===== config.mk =====
export PLATFORM = sky130hd
export DESIGN_NAME = conv3x3_stream_pe
export DESIGN_NICKNAME = d
export VERILOG_FILES = /design/src/rtl/conv_pkg.sv /design/src/rtl/conv_line_buffer.sv /design/src/rtl/conv3x3_stream_pe.sv
export SDC_FILE = /design/constraint.sdc
export NUM_CORES = 2
export LEC_CHECK = 0
export CAP_MARGIN = 20
export CORE_ASPECT_RATIO = 0.5
export CORE_MARGIN = 1.5
export CORE_UTILIZATION = 70
export DETAILED_ROUTE_END_ITERATION = 7
export GPL_TIMING_DRIVEN = 0
export HOLD_SLACK_MARGIN = 0.03
export PLACE_DENSITY = 0.87
export SYNTH_ARGS = -nofsm -noshare
export SYNTH_HDL_FRONTEND = slang
export SYNTH_HIERARCHICAL = 1
export SYNTH_SLANG_ARGS = --single-unit

===== constraint.sdc =====
create_clock -name clk -period 12.64 [get_ports clk]
set_clock_uncertainty 0.1 [all_clocks]
set_input_delay 2.528 -clock clk [delete_from_list [all_inputs] [get_ports clk]]
set_output_delay 2.528 -clock clk [all_outputs]
set_load 0.1 [all_outputs]

===== src/rtl/conv_pkg.sv =====
// Shared types and constants for the 3x3 streaming convolution PE.
package conv_pkg;

    typedef enum logic [1:0] {
        IDLE,
        RUN,
        FLUSH,
        DONE
    } state_t;

    localparam int K      = 3;
    localparam int N_TAPS = K * K;

    localparam logic [3:0] W_IDX_FIRST  = 4'd0;
    localparam logic [3:0] W_IDX_CENTER = 4'd4;
    localparam logic [3:0] W_IDX_LAST   = 4'd8;

    // Width that holds a 9-tap sum of DATA_W x COEF_W products without overflow.
    function automatic int acc_w_min(input int data_w, input int coef_w);
        return data_w + coef_w + 4;
    endfunction

endpackage


===== src/rtl/conv_line_buffer.sv =====
// Single-row delay line with runtime length; dout is the sample written len enables ago.
module conv_line_buffer #(
    parameter int DATA_W    = 9,
    parameter int IMG_W_MAX = 32,
    parameter int CNT_W     = 6
) (
    input  logic              clk,
    input  logic              rst_n,
    input  logic              clr,
    input  logic              en,
    input  logic [CNT_W-1:0]  len,
    input  logic [DATA_W-1:0] din,
    output logic [DATA_W-1:0] dout
);

    localparam int AW = (IMG_W_MAX > 1) ? $clog2(IMG_W_MAX) : 1;

    logic [DATA_W-1:0] mem [IMG_W_MAX];
    logic [CNT_W-1:0]  ptr;

    assign dout = mem[ptr[AW-1:0]];

    always_ff @(posedge clk) begin
        if (!rst_n || clr) begin
            ptr <= '0;
        end else if (en) begin
            ptr <= (ptr == len - CNT_W'(1)) ? '0 : ptr + CNT_W'(1);
        end
    end

    // Storage is deliberately not reset; rows are overwritten before use.
    always_ff @(posedge clk) begin
        if (en) begin
            mem[ptr[AW-1:0]] <= din;
        end
    end

endmodule


===== src/rtl/conv3x3_stream_pe.sv =====
// Streaming 3x3 "valid"-mode convolution PE: two line buffers, 3x3 window,
// registered products, registered adder tree with optional ReLU, valid/ready both sides.
module conv3x3_stream_pe #(
    parameter int DATA_W    = 9,
    parameter int COEF_W    = 9,
    parameter int ACC_W     = 22,
    parameter int IMG_W_MAX = 32,
    parameter int IMG_H_MAX = 32,
    parameter int CNT_W     = 6
) (
    input  logic                     clk,
    input  logic                     rst_n,
    input  logic                     start,
    input  logic [CNT_W-1:0]         img_width,
    input  logic [CNT_W-1:0]         img_height,
    input  logic                     relu_en,
    input  logic                     w_we,
    input  logic [3:0]               w_addr,
    input  logic signed [COEF_W-1:0] w_data,
    input  logic                     in_valid,
    output logic                     in_ready,
    input  logic signed [DATA_W-1:0] in_data,
    output logic                     out_valid,
    input  logic                     out_ready,
    output logic signed [ACC_W-1:0]  out_data,
    output logic                     busy,
    output logic                     done,
    output logic                     cfg_err
);
    import conv_pkg::*;

    localparam int PROD_W = DATA_W + COEF_W;
    localparam int SUM_W  = acc_w_min(DATA_W, COEF_W);

    state_t                    state;
    logic [CNT_W-1:0]          width_q;
    logic [CNT_W-1:0]          height_q;
    logic [CNT_W-1:0]          col;
    logic [CNT_W-1:0]          row;
    logic                      relu_q;
    logic signed [COEF_W-1:0]  weight [N_TAPS];
    logic signed [DATA_W-1:0]  win    [N_TAPS];
    logic signed [PROD_W-1:0]  prod   [N_TAPS];
    logic                      win_v;
    logic                      prod_v;
    logic                      adv;
    logic                      accept;
    logic                      start_ok;
    logic                      last_px;
    logic                      lb_clr;
    logic [DATA_W-1:0]         lb0_out;
    logic [DATA_W-1:0]         lb1_out;
    logic signed [SUM_W-1:0]   sum;
    logic signed [ACC_W-1:0]   result;

    assign adv      = !(out_valid && !out_ready);
    assign in_ready = (state == RUN) && adv;
    assign accept   = in_valid && in_ready;
    assign last_px  = (row == height_q - CNT_W'(1)) && (col == width_q - CNT_W'(1));
    assign lb_clr   = (state == IDLE);
    assign start_ok = (img_width  >= CNT_W'(3)) && (img_width  <= CNT_W'(IMG_W_MAX)) &&
                      (img_height >= CNT_W'(3)) && (img_height <= CNT_W'(IMG_H_MAX));

    conv_line_buffer #(
        .DATA_W    (DATA_W),
        .IMG_W_MAX (IMG_W_MAX),
        .CNT_W     (CNT_W)
    ) u_lb0 (
        .clk   (clk),
        .rst_n (rst_n),
        .clr   (lb_clr),
        .en    (accept),
        .len   (width_q),
        .din   (in_data),
        .dout  (lb0_out)
    );

    conv_line_buffer #(
        .DATA_W    (DATA_W),
        .IMG_W_MAX (IMG_W_MAX),
        .CNT_W     (CNT_W)
    ) u_lb1 (
        .clk   (clk),
        .rst_n (rst_n),
        .clr   (lb_clr),
        .en    (accept),
        .len   (width_q),
        .din   (lb0_out),
        .dout  (lb1_out)
    );

    always_ff @(posedge clk) begin
        if (!rst_n) begin
            state    <= IDLE;
            width_q  <= '0;
            height_q <= '0;
            relu_q   <= 1'b0;
            col      <= '0;
            row      <= '0;
            busy     <= 1'b0;
            done     <= 1'b0;
            cfg_err  <= 1'b0;
        end else begin
            done <= 1'b0;
            case (state)
                IDLE: begin
                    if (start) begin
                        if (start_ok) begin
                            width_q  <= img_width;
                            height_q <= img_height;
                            relu_q   <= relu_en;
                            col      <= '0;
                            row      <= '0;
                            cfg_err  <= 1'b0;
                            busy     <= 1'b1;
                            state    <= RUN;
                        end else begin
                            cfg_err <= 1'b1;
                        end
                    end
                end
                RUN: begin
                    if (accept) begin
                        if (last_px) begin
                            state <= FLUSH;
                        end
                        if (col == width_q - CNT_W'(1)) begin
                            col <= '0;
                            row <= row + CNT_W'(1);
                        end else begin
                            col <= col + CNT_W'(1);
                        end
                    end
                end
                FLUSH: begin
                    if (!win_v && !prod_v && !out_valid) begin
                        busy  <= 1'b0;
                        done  <= 1'b1;
                        state <= DONE;
                    end
                end
                DONE: begin
                    state <= IDLE;
                end
                default: state <= IDLE;
            endcase
        end
    end

    always_ff @(posedge clk) begin
        if (!rst_n) begin
            for (int unsigned i = 0; i < N_TAPS; i++) begin
                weight[i] <= '0;
            end
        end else if (w_we && (state == IDLE) && (w_addr <= W_IDX_LAST)) begin
            weight[w_addr] <= w_data;
        end
    end

    always_comb begin
        sum = '0;
        for (int unsigned i = 0; i < N_TAPS; i++) begin
            sum = sum + SUM_W'(prod[i]);
        end
        result = ACC_W'(sum);
        if (relu_q && (result < 0)) begin
            result = '0;
        end
    end

    // Every stage freezes together while the output is stalled.
    always_ff @(posedge clk) begin
        if (!rst_n) begin
            win_v     <= 1'b0;
            prod_v    <= 1'b0;
            out_valid <= 1'b0;
            out_data  <= '0;
            for (int unsigned i = 0; i < N_TAPS; i++) begin
                win[i]  <= '0;
                prod[i] <= '0;
            end
        end else if (adv) begin
            win_v <= accept && (row >= CNT_W'(2)) && (col >= CNT_W'(2));
            if (accept) begin
                for (int unsigned r = 0; r < K; r++) begin
                    win[r*K]   <= win[r*K+1];
                    win[r*K+1] <= win[r*K+2];
                end
                win[2] <= lb1_out;
                win[5] <= lb0_out;
                win[8] <= in_data;
            end
            prod_v <= win_v;
            for (int unsigned i = 0; i < N_TAPS; i++) begin
                prod[i] <= PROD_W'(win[i]) * PROD_W'(weight[i]);
            end
            out_valid <= prod_v;
            if (prod_v) begin
                out_data <= result;
            end
        end
    end

endmodule


## Word level (Yosys, flattened, before mapping)

Memories as Yosys holds them, arrays and structs flattened. A register that Yosys moved wholly into a read port is not among the register bits.
Cells that the tools add are included.

| cells by class | value |
|---|---|
| add/subtract/negate cells | 14 |
| $mul | 9 |
| div/mod/pow operators | 0 |
| order comparisons | 8 |
| equal/unequal tests | 13 |
| shift-type cells | 0 |
| mux-type cells | 60 |
| bitwise operators | 19 |
| reduce and logical (&&, ||, !) cells | 33 |

Operators by type and width:

| kind | count |
|---|---|
| multiplier 9 x 9 -> 18 bit | 9 |
| two-way mux 18 bit | 9 |
| two-way mux 9 bit | 10 |
| adder 22 x 18 -> 22 bit | 4 |
| two-way mux 6 bit | 8 |
| adder 6 x 1 -> 6 bit (second input constant) | 4 |
| equality test 6 bit | 4 |
| >= comparator 6 x 2 -> 1 bit (second input constant) | 4 |
| case mux 6 bit (2 select lines) | 2 |
| adder 21 x 18 -> 22 bit | 1 |
| < comparator 22 x 1 -> 1 bit (second input constant) | 1 |
| two-way mux 22 bit | 1 |
| adder 20 x 18 -> 21 bit | 1 |
| adder 19 x 18 -> 20 bit | 1 |
| two-way mux 5 bit | 4 |
| adder 18 x 18 -> 19 bit | 1 |
| two-way mux 1 bit | 18 |
| bitwise OR 1 bit | 18 |
| logical AND 1 bit | 14 |
| less-or-equal comparator 6 bit (second input constant) | 2 |
| subtractor 6 x 1 -> 6 bit (second input constant) | 2 |
| two-way mux 2 bit | 5 |
| != test 2 bit (second input constant) | 5 |
| AND reduction 5 bit | 2 |
| other kinds (16) | 26 |

| word-level totals | value |
|---|---|
| register bits | 67 |
| latch bits | 0 |
| RAM bits | 900 |
| memory bits (read-only) | 0 |
| bits of input ports | 41 |
| output and inout bits | 27 |
| logic and storage cells | 176 |
| memories kept | 5 |

Memory list:

| memory | words | width | read ports | clocked after Yosys merged registers in | write ports | RTL line | RTL |
|---|---|---|---|---|---|---|---|
| u_lb0.mem | 32 | 9 | 1 | 1 | 1 | conv_line_buffer.sv:18 | `logic [DATA_W-1:0] mem [IMG_W_MAX];` |
| u_lb1.mem | 32 | 9 | 1 | 1 | 1 | conv_line_buffer.sv:18 |  |
| prod | 9 | 18 | 9 | 0 | 9 | conv3x3_stream_pe.sv:43 | `logic signed [PROD_W-1:0] prod [N_TAPS];` |
| weight | 9 | 9 | 9 | 0 | 9 | conv3x3_stream_pe.sv:41 | `logic signed [COEF_W-1:0] weight [N_TAPS];` |
| win | 9 | 9 | 9 | 0 | 9 | conv3x3_stream_pe.sv:42 | `logic signed [DATA_W-1:0] win [N_TAPS];` |

## Logic depth before layout (Yosys ltp)

| depth | value |
|---|---|
| depth after elaboration | 11 |
| mapped depth | 21 |
| gate-level depth less buffers | 20 |

## Modules after synthesis

Netlist, hierarchy kept.

Modules (own cells, without submodules):

| module | instances | cells each | area an instance (um^2) | seq. area each (um^2) |
|---|---|---|---|---|
| conv3x3_stream_pe | 1 | 4514 | 45618.8 | 10830.4 |
| conv_line_buffer (u_lb0) | 1 | 510 | 11644.9 | 8868.5 |
| conv_line_buffer (u_lb1) | 1 | 511 | 11643.7 | 8868.5 |

## Worst setup path before layout

Ideal clock, no wire load.

| timing | value |
|---|---|
| path kind | in2reg |
| start point | input port rst_n |
| end point | memory prod[0][0] (netlist name), enable pin |
| setup time | 1335 ps |
| arrival time | 5709 ps |
| data required time | 11205 ps |
| path slack | 5496 ps |
| cell stages on the path | 3 |
| path buffers | 2 |
| cells stage by stage | clkbuf_1 clkbuf_1 nand2_1 |

RTL lines:

| what | RTL line | RTL |
|---|---|---|
| from (decl) | conv3x3_stream_pe.sv:12 | `input logic rst_n,` |
| to (decl) | conv3x3_stream_pe.sv:43 |  |

## Worst setup path after layout

| timing | value |
|---|---|
| start point | input port out_ready |
| end point | output port in_ready |

| on the way | value |
|---|---|
| word-level cells in the longest chain between the ends | 4 |

Ends and longest elaborated chain:

| what | RTL line | RTL |
|---|---|---|
| from (decl) | conv3x3_stream_pe.sv:24 | `input logic out_ready,` |
| zero test 1 bit | conv3x3_stream_pe.sv:56 | `assign adv = !(out_valid && !out_ready);` |
| logical AND 1 bit | conv3x3_stream_pe.sv:56 |  |
| zero test 1 bit | conv3x3_stream_pe.sv:56 |  |
| logical AND 1 bit | conv3x3_stream_pe.sv:57 | `assign in_ready = (state == RUN) && adv;` |
| to (decl) | conv3x3_stream_pe.sv:21 | `output logic in_ready,` |

No other way between the ends.

==> flow_summary.toml <==
[placed_design]
hpwl_um = 127000
postPlaceCellArea_um2 = 71400
routabilityCongestion = 0.971
numPortBuffers = 67

[finish]
nFillCells = 5505
area_growth_pct = 8.32
nNetsFinal = 6889
finalInstanceArea_um2 = 74600
drive_gt1_frac = 0.0690

[yosys]
synthCells = 5535
ys_types = 62
netlist.area_leader.share = 0.392
avgSynthCellArea_um2 = 12.4
synthTopCellsByArea = "edfxtp_1 39%, fa_1 22%, ha_1 7.0%"
synth_common_cells = "1,016 x inv_1, 900 x edfxtp_1, 759 x fa_1"
synth-edff-count = 900
synth_fp_nets = 6718
synth_warnings = 6
synth-seq-cells = 977
synth_area_um2 = 68900
synth_most_common_cell = "inv_1"
synth_top_cell_by_area = "edfxtp_1"
ys_async_sr_fraction = 0
synth_seq_area_share = 0.415
synthFlopType = "edfxtp_1"

[floorplan]
initial_core_util = 0.706
chipWidth_um = 447
dieHeight_um = 225
io_pins = 68
rows = 81
core_area_um2 = 97600
dieArea_um2 = 100000

[route]
drt_pre_antenna_iters = 8
ant_nets = 0
wl_per_cell_um = 25.1
drtIter0Drc = 5306
drc = 1
wl_um = 179000
vias = 44600
viasPerCell = 6.25

[setup_path]
crit_family = "buffers and inverters"
worstPathArrival_ns = 5.42
cp_num_buf_inv = 3
path_cells = "clkdlybuf4s50_1 -> nand2b_1 -> clkbuf_1 -> and2_1 -> clkdlybuf4s50_1"
max_stage_delay_ns = 1.17
timing.critical_path.mode_cell = "clkdlybuf4s50_1"
crit_path_start_kind = "input pin"
required_ns = 10.01
crit_slowest_cell = "clkdlybuf4s50_1"
cp-end-kind = "output port"
crit_type = "input pin to output port"
critPathMaxFanout = 10

[power_and_ir_drop]
p_sw_frac = 0.468
irDropWorstVdd_v = 0.000645
power_frac_seq = 0.215
leakagePower_nw = 31.3
clkPwrFrac = 0.154
p_int_mw = 10.0
power_frac_comb = 0.631
power_density_nw_per_um2 = 253
net-switching-power_mw = 8.83

[cts]
cts_buffers = 86
path_clk_slew_ns = 0.07
cts_hold_buf = 0
clock_tree.buffer_depth = 3
ctsResizeCount = 0
clock-sinks = 977
h-tree-depth = 3
cts_setup_buffers = 0
clk_latency_ns = 0.73
cts_tree = "built"
cts-root-buf = "clkbuf_16"

[outcome]
status = "finished, violations left"
failed_checks = "DRC"

[timing]
timing.fmax_mhz = 124
setup_violations = 0
max_slew_margin = 0.176
tns_ns = 0
fin_crit_ns = 8.05
slew_viol_final = 0
finalCritPeriodShare = 0.637
worstMarginPinSlew_ns = 1.23
rsz0062_at_grt = "false"
final_hold_viol_count = 0

[global_routing]
antenna_found_initial = 15
grt_max_degree = 67
overflow = 0
grt_use_total = 0.367
grt_pass1_wl_um = 272000
grt_pass1_vias = 46000

[worst_hold_path]
hold_class = "flip-flop to flip-flop"

[flow_run]
maxCapViolCount = 0
## worst paths after layout
check / startpoint / end / slack (ns) / depth (start not counted)
max: out_ready / in_ready / 4.59 / 5
min: out_data[18] / out_data[18] / 0.39 / 2
max reg2reg: win[0][77] / prod[0][159] / 6.38 / 20
min reg2reg: out_data[18] / out_data[18] / 0.39 / 2
## tightest hold or removal path: stages (launching register included)
cell	delay, ns
dfxtp_1	0.32
nand3_1	0.06
o31ai_1	0.06
## power by group through the flow
stage	sequential (mW)	clock (mW)	combinational, mW
finish	4.05	2.91	11.9
CTS	4.04	2.91	11.8
floorplan	4.06	0	8.26
global route	4.06	3.03	13.1
detailed placement	4.11	0	11.5
global placement	4.10	0	11.0
## cell families (layout without fill, tap and decap cells)
family	Yosys count	in the layout	share of synthesized area
other cells	0	19	0
mux	217	217	0.0646
fa+ha+maj	1142	1142	0.290
xor+xnor	227	227	0.0293
buf+inv	1212	1457	0.0670
flops	977	977	0.415
simple gates	1448	1448	0.106
compound gates	312	312	0.0289
## cell usage in the layout (no fill, tap or decap), types with 16 or more instances in the layout
| cell type | count |
|---|---|
| a21o_1 | 32 |
| and3_1 | 71 |
| clkbuf_16 | 86 |
| dfxtp_1 | 77 |
| o21ai_0 | 51 |
| a211oi_1 | 21 |
| xor2_1 | 69 |
| fa_1 | 759 |
| buf_4 | 16 |
| nor3_1 | 36 |
| xnor2_1 | 156 |
| inv_1 | 1016 |
| clkdlybuf4s50_1 | 64 |
| nand2b_1 | 70 |
| nand2_1 | 422 |
| nor2_1 | 270 |
| or3_1 | 19 |
| diode_2 | 19 |
| a22oi_1 | 18 |
| a21oi_1 | 101 |
| and2_1 | 473 |
| mux2_2 | 21 |
| edfxtp_1 | 900 |
| mux4_2 | 180 |
| nand3_1 | 29 |
| mux2i_1 | 16 |
| clkbuf_1 | 172 |
| o21bai_1 | 23 |
| ha_1 | 383 |
## flip-flops by register name (all words and copies together), names as in the netlist, 2 cells and up, named ones only
register   cells
row            6
u_lb0/ptr      6
weight        81
u_lb1/ptr      6
win           81
u_lb0/mem    288
col            6
state          2
out_data      22
width_q        6
prod         162
u_lb1/mem    288
height_q       6
## per-stage QoR
step | std cells | util | power (mW) | hold slack, ns | setup WS [ns]
final | 7127 | 0.765 | 18.9 | 0.386 | 4.59
after global placement | 6930 | 0.730 | 15.1 | 0.362 | 1.85
after detailed placement | 6940 | 0.732 | 15.6 | 0.369 | 4.64
after floorplan | 5535 | - | 12.3 | 0.350 | 5.50
after CTS | 7102 | 0.763 | 18.7 | 0.387 | 4.63
after global routing | 7112 | 0.764 | 20.2 | 0.412 | 4.60
## cell type report
class	instances	area, µm²	share of cell area
multi-input combinational	3346	35700	0.479
clock inverter	63	818	0.0110
antenna	19	47.5	0.000637
buffer	196	801	0.0107
timing repair buffer	83	945	0.0127
tap	1328	1660	0.0223
sequential	977	28600	0.383
inverter	1016	3810	0.0511
clock buffer	99	2240	0.0300
## layer usage
layer / part of all wire / up-vias / global-route usage
li1: - / 18400 / -
met1: 0.35 / 22400 / 0.487
met2: 0.47 / 3049 / 0.585
met3: 0.11 / 651 / 0.0725
met4: 0.057 / 2 / 0.187
met5: 0.00010 / - / 0
Power figures use the tool's default switching activity.
